===== src/rtl/regfile_pkg.sv =====
// regfile_pkg
// Shared definitions for the register-file write-back path.
//   DATA_W   : register width
//   ADDR_W   : register index width (32 registers)
//   REG_X0   : index of the hardwired-zero register
//   wb_src_t : which requester owns the write port in a given cycle
package regfile_pkg;

    localparam int DATA_W = 32;
    localparam int ADDR_W = 5;
    localparam int REG_X0 = 0;

    typedef enum logic [1:0] {
        WB_NONE = 2'd0,
        WB_ALU  = 2'd1,
        WB_MEM  = 2'd2
    } wb_src_t;

endpackage


===== src/rtl/regfile_wb_fwd.sv =====
// regfile_wb_fwd
// Single read-port bypass mux. While a write is pending in the write-back
// output register (the register file commits it on the falling edge), a
// read of the same register gets the in-flight data instead of the stale
// array contents. Reads of x0 are never bypassed.
//
// Ports:
//   rf_write     in   write strobe from the write-back register
//   rf_write_add in   write address from the write-back register
//   rf_data      in   write data from the write-back register
//   rd_add       in   read address of this port
//   rf_rdata     in   raw read data from the register array
//   fwd_data     out  bypassed read data (combinational)
module regfile_wb_fwd
    import regfile_pkg::*;
#(
    parameter int DATA_W = regfile_pkg::DATA_W,
    parameter int ADDR_W = regfile_pkg::ADDR_W
) (
    input  logic              rf_write,
    input  logic [ADDR_W-1:0] rf_write_add,
    input  logic [DATA_W-1:0] rf_data,
    input  logic [ADDR_W-1:0] rd_add,
    input  logic [DATA_W-1:0] rf_rdata,
    output logic [DATA_W-1:0] fwd_data
);

    logic hit;

    assign hit = rf_write
              && (rd_add == rf_write_add)
              && (rd_add != ADDR_W'(REG_X0));

    assign fwd_data = hit ? rf_data : rf_rdata;

endmodule


===== src/rtl/regfile_wb_arbiter.sv =====
// regfile_wb_arbiter
// Shares the single register-file write port between the ALU result path
// and the load-data path. Fixed priority is mem over alu; once the ALU has
// lost STARVE_MAX cycles in a row while requesting, it is granted instead.
// The granted request is captured into a registered write strobe /
// address / data that drive the register file one cycle after acceptance.
// Requests to x0 are accepted but never produce a write strobe.
//
// Optional feature macro: WB_FWD_EN
//   When defined, two combinational read-bypass ports are added so that a
//   read of the register being written in the current cycle sees the new
//   value before the register file commits it on the falling edge.
//
// Ports:
//   clk           in   clock, rising edge
//   rst           in   asynchronous active-high reset
//   alu_valid     in   ALU write-back request
//   alu_addr      in   ALU destination register
//   alu_data      in   ALU result
//   alu_ready     out  ALU request accepted this cycle (combinational)
//   mem_valid     in   load write-back request
//   mem_addr      in   load destination register
//   mem_data      in   load data
//   mem_ready     out  load request accepted this cycle (combinational)
//   rf_write      out  register-file write strobe (registered)
//   rf_write_add  out  register-file write address (registered)
//   rf_data       out  register-file write data (registered)
//   rd_add1/2     in   read addresses            (WB_FWD_EN only)
//   rf_rdata1/2   in   raw register-file reads   (WB_FWD_EN only)
//   fwd_data1/2   out  bypassed read data        (WB_FWD_EN only)
//   starve_cnt    out  consecutive ALU losses, debug
module regfile_wb_arbiter
    import regfile_pkg::*;
#(
    parameter int DATA_W     = regfile_pkg::DATA_W,
    parameter int ADDR_W     = regfile_pkg::ADDR_W,
    parameter int STARVE_MAX = 3
) (
    input  logic              clk,
    input  logic              rst,

    input  logic              alu_valid,
    input  logic [ADDR_W-1:0] alu_addr,
    input  logic [DATA_W-1:0] alu_data,
    output logic              alu_ready,

    input  logic              mem_valid,
    input  logic [ADDR_W-1:0] mem_addr,
    input  logic [DATA_W-1:0] mem_data,
    output logic              mem_ready,

    output logic              rf_write,
    output logic [ADDR_W-1:0] rf_write_add,
    output logic [DATA_W-1:0] rf_data,

`ifdef WB_FWD_EN
    input  logic [ADDR_W-1:0] rd_add1,
    input  logic [ADDR_W-1:0] rd_add2,
    input  logic [DATA_W-1:0] rf_rdata1,
    input  logic [DATA_W-1:0] rf_rdata2,
    output logic [DATA_W-1:0] fwd_data1,
    output logic [DATA_W-1:0] fwd_data2,
`endif

    output logic [3:0]        starve_cnt
);

    localparam logic [3:0] STARVE_LIM = 4'(STARVE_MAX);

    wb_src_t           grant;
    logic              starve_hit;
    logic              accepted;
    logic [ADDR_W-1:0] acc_addr;
    logic [DATA_W-1:0] acc_data;
    logic [3:0]        starve_nxt;

    assign starve_hit = alu_valid && (starve_cnt == STARVE_LIM);

    // Grant: starvation override first, then mem over alu.
    always_comb begin
        grant = WB_NONE;
        if (starve_hit) begin
            grant = WB_ALU;
        end else if (mem_valid) begin
            grant = WB_MEM;
        end else if (alu_valid) begin
            grant = WB_ALU;
        end
    end

    // Ready is masked during reset so nothing is consumed while the
    // output register is being held clear.
    assign alu_ready = !rst && (grant == WB_ALU);
    assign mem_ready = !rst && (grant == WB_MEM);
    assign accepted  = (grant != WB_NONE);

    always_comb begin
        acc_addr = rf_write_add;
        acc_data = rf_data;
        case (grant)
            WB_ALU: begin
                acc_addr = alu_addr;
                acc_data = alu_data;
            end
            WB_MEM: begin
                acc_addr = mem_addr;
                acc_data = mem_data;
            end
            default: begin
                acc_addr = rf_write_add;
                acc_data = rf_data;
            end
        endcase
    end

    // Count only cycles in which the ALU asked and lost; any ALU win or an
    // idle ALU cycle restarts the count.
    always_comb begin
        starve_nxt = 4'd0;
        if (alu_valid && (grant != WB_ALU)) begin
            if (starve_cnt >= STARVE_LIM) begin
                starve_nxt = STARVE_LIM;
            end else begin
                starve_nxt = starve_cnt + 4'd1;
            end
        end
    end

    always_ff @(posedge clk or posedge rst) begin
        if (rst) begin
            rf_write     <= 1'b0;
            rf_write_add <= '0;
            rf_data      <= '0;
            starve_cnt   <= 4'd0;
        end else begin
            starve_cnt <= starve_nxt;
            // x0 requests are consumed here: address/data are captured but
            // the strobe stays low.
            rf_write   <= accepted && (acc_addr != ADDR_W'(REG_X0));
            if (accepted) begin
                rf_write_add <= acc_addr;
                rf_data      <= acc_data;
            end
        end
    end

`ifdef WB_FWD_EN
    regfile_wb_fwd #(
        .DATA_W (DATA_W),
        .ADDR_W (ADDR_W)
    ) u_fwd1 (
        .rf_write     (rf_write),
        .rf_write_add (rf_write_add),
        .rf_data      (rf_data),
        .rd_add       (rd_add1),
        .rf_rdata     (rf_rdata1),
        .fwd_data     (fwd_data1)
    );

    regfile_wb_fwd #(
        .DATA_W (DATA_W),
        .ADDR_W (ADDR_W)
    ) u_fwd2 (
        .rf_write     (rf_write),
        .rf_write_add (rf_write_add),
        .rf_data      (rf_data),
        .rd_add       (rd_add2),
        .rf_rdata     (rf_rdata2),
        .fwd_data     (fwd_data2)
    );
`endif

endmodule


===== config.mk =====
export PLATFORM = sky130hd
export DESIGN_NAME = regfile_wb_arbiter
export DESIGN_NICKNAME = d
export VERILOG_FILES = /design/src/rtl/regfile_pkg.sv /design/src/rtl/regfile_wb_fwd.sv /design/src/rtl/regfile_wb_arbiter.sv
export SDC_FILE = /design/constraint.sdc
export NUM_CORES = 1
export LEC_CHECK = 0
export CAP_MARGIN = 20
export CORE_MARGIN = 1
export CORE_UTILIZATION = 35
export CTS_BUF_LIST = sky130_fd_sc_hd__clkbuf_8
export CTS_CLUSTER_DIAMETER = 30
export DETAILED_ROUTE_END_ITERATION = 6
export DONT_BUFFER_PORTS = 1
export PLACE_DENSITY = 0.56
export SYNTH_ARGS = -nofsm -noshare
export SYNTH_HDL_FRONTEND = slang
export SYNTH_SLANG_ARGS = --single-unit

===== constraint.sdc =====
create_clock -name clk -period 5.4 [get_ports clk]
set_input_delay 0.27 -clock clk [delete_from_list [all_inputs] [get_ports clk]]
set_output_delay 0.27 -clock clk [all_outputs]
set_load 0.02 [all_outputs]

After elaboration in Yosys (flattened, before gate mapping)
Cells that the tools add are included.

storage, ports and cells
  memories kept = 0
  bits in writable memories = 0
  memory bits (read-only) = 0
  register bits = 42
  input bits = 78
  word-level logic and storage cells = 27
  bits in latches = 0

cells by class
  shift-type cells = 0
  order comparisons = 1
  div/mod/pow operators = 0
  muxes and demuxes = 7
  multipliers = 0
  $add $sub $neg = 1
  bitwise operators = 0
  eq/ne operators = 4
  reduce and logical (&&, ||, !) cells = 10

operators by type and width
  kind                                                  count
  one-hot mux 32 bit (2 select lines)                   1
  one-hot mux 5 bit (2 select lines)                    1
  2-to-1 mux 4 bit                                      2
  logical AND 1 bit                                     5
  nonzero test 5 bit                                    1
  adder 4 x 1 -> 4 bit (second input constant)          1
  == test 4 x 2 -> 1 bit (second input constant)        1
  >= comparator 4 x 2 -> 1 bit (second input constant)  1
  2-to-1 mux 2 bit                                      2
  nonzero test 2 bit                                    2
  == test 2 x 1 -> 1 bit (second input constant)        1
  == test 2 bit (second input constant)                 1
  != test 2 x 1 -> 1 bit (second input constant)        1
  AND reduction 2 bit                                   1
  logical NOT 1 bit                                     1
  2-to-1 mux 1 bit                                      1

Longest topological paths before layout
Gate-level depths: netlist of run 1.

  depth in word-level cells = 7
  mapped depth = 6
  depth with buffers taken out = 5

Worst setup path after synthesis of run 1
OpenSTA, ideal clock, no wires.

  path kind = register -> register
  start = reg starve_cnt[0]
  end = reg rf_write
  data required time = 5.271 ns
  arrival = 1.889 ns
  cell stages (with the launch flop) = 6
  slack = 3.381 ns
  cells stage by stage = dfrtp_1 ha_1 or3b_1 a211o_1 a32o_1 o41a_1

on the way
  word-level cells in the longest chain between the ends = 7
  elaborated cells between the ends (all ways) = 9
  classes of those cells = eq/ne: 3; mux: 2; reduce/logical: 4

RTL lines
  item                                                            RTL line                   text
  start: declaration                                              regfile_wb_arbiter.sv:65   output logic [3:0] starve_cnt
  start signal: assignment                                        regfile_wb_arbiter.sv:136  starve_cnt <= starve_nxt;
  == test 4 x 2 -> 1 bit (*)                                      regfile_wb_arbiter.sv:77   assign starve_hit = alu_valid && (starve_cnt == STARVE_LIM);
  logical AND 1 bit (*)                                           regfile_wb_arbiter.sv:77
  2-to-1 mux 2 bit (*)                                            regfile_wb_arbiter.sv:82   if (starve_hit) begin
  == test 2 bit / == test 2 x 1 -> 1 bit (equally long branches)  regfile_wb_arbiter.sv:100  case (grant)
  one-hot mux 5 bit (2 select lines)                              regfile_wb_arbiter.sv:100
  nonzero test 5 bit                                              regfile_wb_arbiter.sv:139  rf_write <= accepted && (acc_addr != ADDR_W'(REG_X0));
  logical AND 1 bit (*)                                           regfile_wb_arbiter.sv:139
  end signal: assignment                                          regfile_wb_arbiter.sv:139
  end: declaration                                                regfile_wb_arbiter.sv:52   output logic rf_write,

Mark *: on every way between the ends. The rest lies on a longest branch, timed or not.
A chain may end at the register's enable or synchronous reset.

Final worst setup path of run 1
  start = reg starve_cnt[0]
  end = out alu_ready

on the way
  word-level cells in the longest chain between the ends = 5

RTL lines
  item                    RTL line                  text
  == test 4 x 2 -> 1 bit  regfile_wb_arbiter.sv:77
  logical AND 1 bit       regfile_wb_arbiter.sv:77
  2-to-1 mux 2 bit        regfile_wb_arbiter.sv:82
  == test 2 x 1 -> 1 bit  regfile_wb_arbiter.sv:93  assign alu_ready = !rst && (grant == WB_ALU);
  logical AND 1 bit       regfile_wb_arbiter.sv:93
  end: declaration        regfile_wb_arbiter.sv:45  output logic alu_ready,

No other way between the ends.

==> results of run 1 <==
cell type report:
type / instances / area share [%]
clock buffer: 5 / 3.067
multi-input combinational: 131 / 42.05
inverter: 4 / 0.6693
timing repair buffer: 5 / 3.012
tap: 72 / 4.016
sequential: 42 / 46.85
clock inverter: 2 / 0.3346
layout by cell type (no fill, tap or decap), drive strengths merged:
cell type     n
buf           4
nor3          3
o32a          1
clkbuf        5
dfrtp        42
nand2         6
inv           5
clkinv        1
conb          2
o22ai        32
and2          1
dlygate4sd3   1
and3          1
a32o          1
a211oi        2
nor2          2
o221a         3
o21ai         1
ha            1
or3b          1
a21oi        32
nor3b         1
o41a          1
mux2i        36
a211o         2
or3           1
mux2          1
metrics by stage:
step	utilization (%)	setup WS, ns	total power, mW	hold WS (ns)
after floorplan	-	3.381	0.4891	0.4506
after global placement	37.93	2.746	0.4981	0.1887
after detailed placement	37.93	2.645	0.5045	0.2003
after CTS	39.48	2.633	0.6934	0.1483
after global routing	40.25	2.552	0.7233	0.1616
final	40.25	2.723	0.6846	0.1640
synthesized netlist by cell type, types with 2 or more instances:
master,number
inv_1,4
a21oi_1,32
o221a_2,3
dfrtp_1,42
mux2i_1,36
o22ai_1,32
buf_2,2
clkbuf_1,10
a211o_1,2
a211oi_1,2
buf_1,3
nand2_1,6
nor2_1,2
nor3_1,3
worst min-delay path by stage:
stage / startpoint / to / slack, ns
final: alu_data[28] / rf_data[28] / 0.16
after global routing: alu_data[19] / rf_data[19] / 0.16
after CTS: alu_data[13] / rf_data[13] / 0.15
after detailed placement: rst / rf_write_add[2] / 0.20
after global placement: rst / rf_write / 0.19
after floorplan: alu_data[15] / rf_data[15] / 0.45
registers in the layout (all words and copies together) (netlist names):
signal,count
rf_data,32
rf_write,1
starve_cnt,4
rf_write_add,5
report_power, final:
| group | total [mW] | internal, mW | leakage [nW] | switching [mW] |
|---|---|---|---|---|
| clock network | 0.183 | 0.0852 | 0.0466 | 0.0982 |
| logic | 0.0906 | 0.0450 | 0.427 | 0.0456 |
| registers | 0.411 | 0.346 | 0.492 | 0.0645 |
| total | 0.685 | 0.476 | 0.966 | 0.208 |
layer usage:
layer	vias to the layer above	track usage [%]	wire length, um
li1	723	-	-
met1	721	17.17	1803
met2	99	27.57	2359
met3	5	6.092	554
met4	0	4.444	46
met5	-	0	0
timing repair:
| item | 4_1_cts | 5_1_grt |
|---|---|---|
| hold buffers | 1 | 0 |
| endpoints found under the setup margin | 0 | 0 |
| hold endpoints to repair | 19 | 0 |
logic make-up (layout without fill, tap and decap cells):
group | after synthesis | count (layout)
compound gates | 75 | 75
fa+ha+maj | 1 | 1
buf+inv | 19 | 16
flops | 42 | 42
mux | 37 | 37
other cells | 1 | 2
simple gates | 16 | 16
worst reg2reg max path, delay by kind of cell (launching register included):
kind | cells | cell delay [ns]
AO/OA/AOI/OAI | 2 | 0.69
buffers and inverters | 1 | 0.32
adder cells (fa/ha/maj) | 1 | 0.28
flip-flops | 1 | 0.48
AND/OR/NAND/NOR | 2 | 0.60
==> impl_metrics.env, run 1 <==
export IMPL_holdPathStages=2
export IMPL_grt_use_total_pct=15.57
export IMPL_coreArea_sq_um=5574
export IMPL_vias=1548
export IMPL_synth_area_leaders="dfrtp_1 51%, mux2i_1 17%, o22ai_1 9.7%"
export IMPL_ir_worst_vdd_v=0.0001206
export IMPL_slew_headroom_pct=47.67
export IMPL_yosysUniqueCellTypes=26
export IMPL_cp_start_kind="flop"
export IMPL_startpoint="starve_cnt[0]"
export IMPL_antennaDiodeCount=0
export IMPL_dp_cells=251
export IMPL_routed_wl_um=4764
export IMPL_grt_pass1_wl_um=7514
export IMPL_antenna_left=0
export IMPL_ys_seq_area_share_pct=51.00
export IMPL_area_delta_synth_final_pct=8.865
export IMPL_io_pin_count=122
export IMPL_postSynthAreaPerCell_sq_um=10.79
export IMPL_drtIter0Drc=37
export IMPL_p_per_area_nw_per_um2=305.2
export IMPL_postCtsSetupBuffers=0
export IMPL_synth_compound_area_share_pct=22.47
export IMPL_hp_class="in2reg"
export IMPL_muxShareOfSynthArea_pct=18.03
export IMPL_cp_required_ns=5.13
export IMPL_cts_resized=0
export IMPL_ys_dominant_reg_cell="dfrtp_1"
export IMPL_ctsHtreeMaxLevel=2
export IMPL_dieArea_sq_um=6198
export IMPL_worst_r2r_path_depth=6
export IMPL_status="complete, no violations"
export IMPL_fillers=538
export IMPL_yosys_area_share_adder_pct=0.6072
export IMPL_grt_max_degree=42
export IMPL_cts_buffers=5
export IMPL_drive_gt1_share_pct=7.937
export IMPL_clk_pin_slew_ns=0.08
export IMPL_syn_area_sq_um=2061
export IMPL_gp_congestion=0.7297
export IMPL_fmax_ghz=0.3736
export IMPL_p_leak_nw=0.9657
export IMPL_worst_path_stages=5
export IMPL_initial_utilization_pct=36.97
export IMPL_ctsRootBufferMaster="clkbuf_8"
export IMPL_path_buf_inv=1
export IMPL_multiInputGateArea_sq_um=943.4
export IMPL_r2r_start="starve_cnt[0]"
export IMPL_std_cell_rows=27
export IMPL_synthXorXnorAreaFrac_pct=0
export IMPL_arrival_ns=2.41
export IMPL_clock_latency_ns=0.29
export IMPL_rsz0062_at_grt="no"
export IMPL_setup_tns_ns=0
export IMPL_rrSetupSlack_ns=2.90
export IMPL_cp_top_family="compound AO/OA/AOI/OAI gates"
export IMPL_ys_warn_count=0
export IMPL_synth_top_family_by_area="compound AO/OA/AOI/OAI gates"
export IMPL_cts_tree="done"
export IMPL_die_h_um=78.73
export IMPL_ys_async_sr_fraction_pct=100.0
export IMPL_synth_simple_area_share_pct=4.129
export IMPL_stdcell_area_sq_um=2243
export IMPL_post_dp_cell_area_sq_um=2115
export IMPL_cp_cell_sequence="ha_1 > nor3b_2 > o21ai_2 > buf_4 > nor2_1"
export IMPL_fin_nets=268
export IMPL_place_detailed_hpwl_um=3468
export IMPL_cts_path_max_buffers=2
export IMPL_finalHoldViolations=0
export IMPL_drv_slew=0
export IMPL_max_stage_delay_ns=0.63
export IMPL_via_per_inst=5.931
export IMPL_crit_fanout=19
export IMPL_seq_area_sq_um=1051
export IMPL_slowest_stage="o21ai_2"
export IMPL_worst_pin_slew_ns=0.7849
export IMPL_finalCritPeriodShare_pct=49.57
export IMPL_clock_sinks=42
export IMPL_reg2reg_to="rf_write"
export IMPL_grt_pass1_vias=1621
export IMPL_wire_per_inst_um=18.25
export IMPL_endpoint_kind="output port"
export IMPL_finalSetupViolCount=0
export IMPL_portBuffers=0
export IMPL_worstSetupPathType="reg2out"
export IMPL_ys_seq_elements=42
export IMPL_syn_inst=191
export IMPL_die_x_um=78.73
export IMPL_maxCapViolations=0
export IMPL_min_period_ns=2.677
export IMPL_clock_skew_ns=0.006253
export IMPL_drt_pass1_iter_count=4
export IMPL_crit_end="alu_ready"
export IMPL_antenna_found_initial=0
export IMPL_finalNonFillerCells=261
export IMPL_drc=0
export IMPL_synth_edf_count=0
export IMPL_synth_top_area_cell="dfrtp_1"
export IMPL_synth_top_area_share_pct=51.00
export IMPL_grt_overflow=0
Note: power is estimated with default switching activity, not from simulation.
==> run 2: changes to the inputs <==
--- a/config.mk
+++ b/config.mk
@@ -12,7 +12,7 @@
 export CTS_CLUSTER_DIAMETER = 30
 export DETAILED_ROUTE_END_ITERATION = 6
 export DONT_BUFFER_PORTS = 1
-export PLACE_DENSITY = 0.56
+export PLACE_DENSITY = 0.58
 export SYNTH_ARGS = -nofsm -noshare
 export SYNTH_HDL_FRONTEND = slang
 export SYNTH_SLANG_ARGS = --single-unit
==> constraint.sdc (replaced) <==
create_clock -name clk -period 2.4 [get_ports clk]
set_input_delay 0.12 -clock clk [delete_from_list [all_inputs] [get_ports clk]]
set_output_delay 0.12 -clock clk [all_outputs]
set_load 0.02 [all_outputs]
==> run 2 against run 1 <==
Compared with the run above: clock skew rose by 0.00055 ns; core utilization rose by 0.54 points; global-route usage fell by 0.30 points; die area did not move; register-to-register slack got worse by 2.5 ns; cell count rose by 2.3%; flip-flop and latch count did not move; clock-buffer cell count rose by 1.
==> impl_metrics.env, run 2 (synthesis gave the netlist of run 1 again) <==
export IMPL_drc=0
export IMPL_gp_congestion=0.7220
export IMPL_fin_nets=273
export IMPL_coreArea_sq_um=5574
export IMPL_std_cell_rows=27
export IMPL_place_detailed_hpwl_um=3329
export IMPL_drv_slew=0
export IMPL_ir_worst_vdd_v=0.0002412
export IMPL_worst_pin_slew_ns=0.8681
export IMPL_p_per_area_nw_per_um2=696.5
export IMPL_arrival_ns=1.90
export IMPL_rsz0062_at_grt="no"
export IMPL_maxCapViolations=0
export IMPL_setup_tns_ns=0
export IMPL_wire_per_inst_um=17.73
export IMPL_p_comb_share_pct=13.1
export IMPL_vias=1527
export IMPL_die_h_um=78.73
export IMPL_top_register="rf_data"
export IMPL_area_delta_synth_final_pct=10.32
export IMPL_die_x_um=78.73
export IMPL_p_sw_share_pct=29.98
export IMPL_hp_class="in2reg"
export IMPL_slew_headroom_pct=42.04
export IMPL_post_dp_cell_area_sq_um=2152
export IMPL_final_common_cell="dfrtp_1"
export IMPL_grt_use_total_pct=15.27
export IMPL_status="complete, no violations"
export IMPL_clock_skew_ns=0.006804
export IMPL_worstSetupPathType="reg2out"
export IMPL_ctsRootBufferMaster="clkbuf_8"
export IMPL_crit_fanout=16
export IMPL_antennaDiodeCount=0
export IMPL_clock_sinks=42
export IMPL_p_leak_nw=0.9868
export IMPL_cp_start_kind="flop"
export IMPL_min_period_ns=2.019
export IMPL_p_switching_mw=0.4747
export IMPL_portBuffers=0
export IMPL_antenna_left=0
export IMPL_finalCritPeriodShare_pct=84.14
export IMPL_cp_required_ns=2.28
export IMPL_clock_power_share_pct=28.9
export IMPL_io_pin_count=122
export IMPL_cts_buffers=5
export IMPL_drt_pass1_iter_count=3
export IMPL_via_per_inst=5.719
export IMPL_grt_max_degree=43
export IMPL_grt_overflow=0
export IMPL_finalHoldViolations=0
export IMPL_grt_pass1_wl_um=7072
export IMPL_drive_gt1_share_pct=10.77
export IMPL_stdcell_area_sq_um=2273
export IMPL_endpoint_kind="output port"
export IMPL_intPower_mw=1.109
export IMPL_routed_wl_um=4734
export IMPL_antenna_found_initial=0
export IMPL_clock_latency_ns=0.29
export IMPL_cts_path_max_buffers=2
export IMPL_clk_pin_slew_ns=0.08
export IMPL_largest_register_ffs=32
export IMPL_grt_pass1_vias=1467
export IMPL_final_cell_mix="42 x dfrtp_1, 36 x mux2i_1, 32 x o22ai_1, 32 x a21oi_1, 7 x buf_4"
export IMPL_dieArea_sq_um=6198
export IMPL_finalSetupViolCount=0
export IMPL_cts_tree="done"
export IMPL_fmax_ghz=0.4952
export IMPL_biggestRegsByFlops="rf_data (32), rf_write_add (5), starve_cnt (4)"
export IMPL_pwr_share_seq_pct=58.0
export IMPL_initial_utilization_pct=36.97
export IMPL_ctsHtreeMaxLevel=2
export IMPL_drtIter0Drc=36
run 2: changes by cell type in the layout (fill, tap and decap cells not counted), sizes merged:
cell and change:
dlygate4sd3 +2, buf +3, clkbuf +1
run 2: cell type report:
cell class	count	area [sq um]
Clock inverter	2	8.758
Timing Repair Buffer	10	82.58
Clock buffer	6	82.58
Multi-Input combinational cell	131	943.4
Inverter	4	15.01
Fill cell	543	3301
Tap cell	72	90.09
Sequential cell	42	1051
run 2: routing by layer:
metal / vias to the layer above / global-route usage, % / wire (um)
li1: 731 / - / -
met1: 717 / 17.63 / 2011
met2: 77 / 26.70 / 2311
met3: 2 / 5.172 / 394
met4: 0 / 4.444 / 17
met5: - / 0 / 0
run 2: worst paths after layout:
check / from / endpoint / slack (ns) / depth (start not counted)
min in group asynchronous: rst / starve_cnt[0] / 0.48 / 2
hold / removal: alu_data[16] / rf_data[16] / 0.01 / 2
setup / recovery: starve_cnt[0] / alu_ready / 0.38 / 5
max in group asynchronous: rst / rf_write_add[2] / 1.36 / 2
setup reg to reg: starve_cnt[0] / rf_write / 0.42 / 5
hold reg to reg: rf_data[19] / rf_data[19] / 0.72 / 2
run 2: worst max-delay path, stage by stage, from the launching register on:
cell     delay [ns]
dfrtp_1        0.37
ha_1           0.21
nor3b_2        0.30
o21ai_2        0.14
buf_4          0.22
nor2_1         0.38
run 2: timing repair:
item	4_1_cts	5_1_grt
hold endpoints to repair	43	1
endpoints found under the setup margin	0	0
buffers inserted	0	0
gates resized for setup	0	0
hold buffers	2	1
run 2: stage by stage:
step / utilization (%) / setup slack (ns) / instances / power, mW / hold slack (ns)
6_report: 40.79 / 0.3807 / 267 / 1.583 / 0.01456
3_5_place_dp: 38.61 / 0.4369 / 256 / 1.140 / 0.2502
3_3_place_gp: 38.61 / 0.4633 / 256 / 1.135 / 0.2505
4_1_cts: 40.61 / 0.3600 / 266 / 1.618 / 0.0001168
2_1_floorplan: - / 0.3814 / 192 / 1.101 / 0.3006
5_1_grt: 40.79 / 0.2585 / 267 / 1.669 / 0.003863
run 2: power by group through the flow:
| stage | Sequential [mW] | Clock, mW | Combinational (mW) |
|---|---|---|---|
| finish | 0.918 | 0.458 | 0.208 |
| global route | 0.927 | 0.506 | 0.236 |
| CTS | 0.919 | 0.489 | 0.210 |
| detailed placement | 0.932 | 0 | 0.208 |
| global placement | 0.932 | 0 | 0.203 |
| floorplan | 0.920 | 0 | 0.180 |
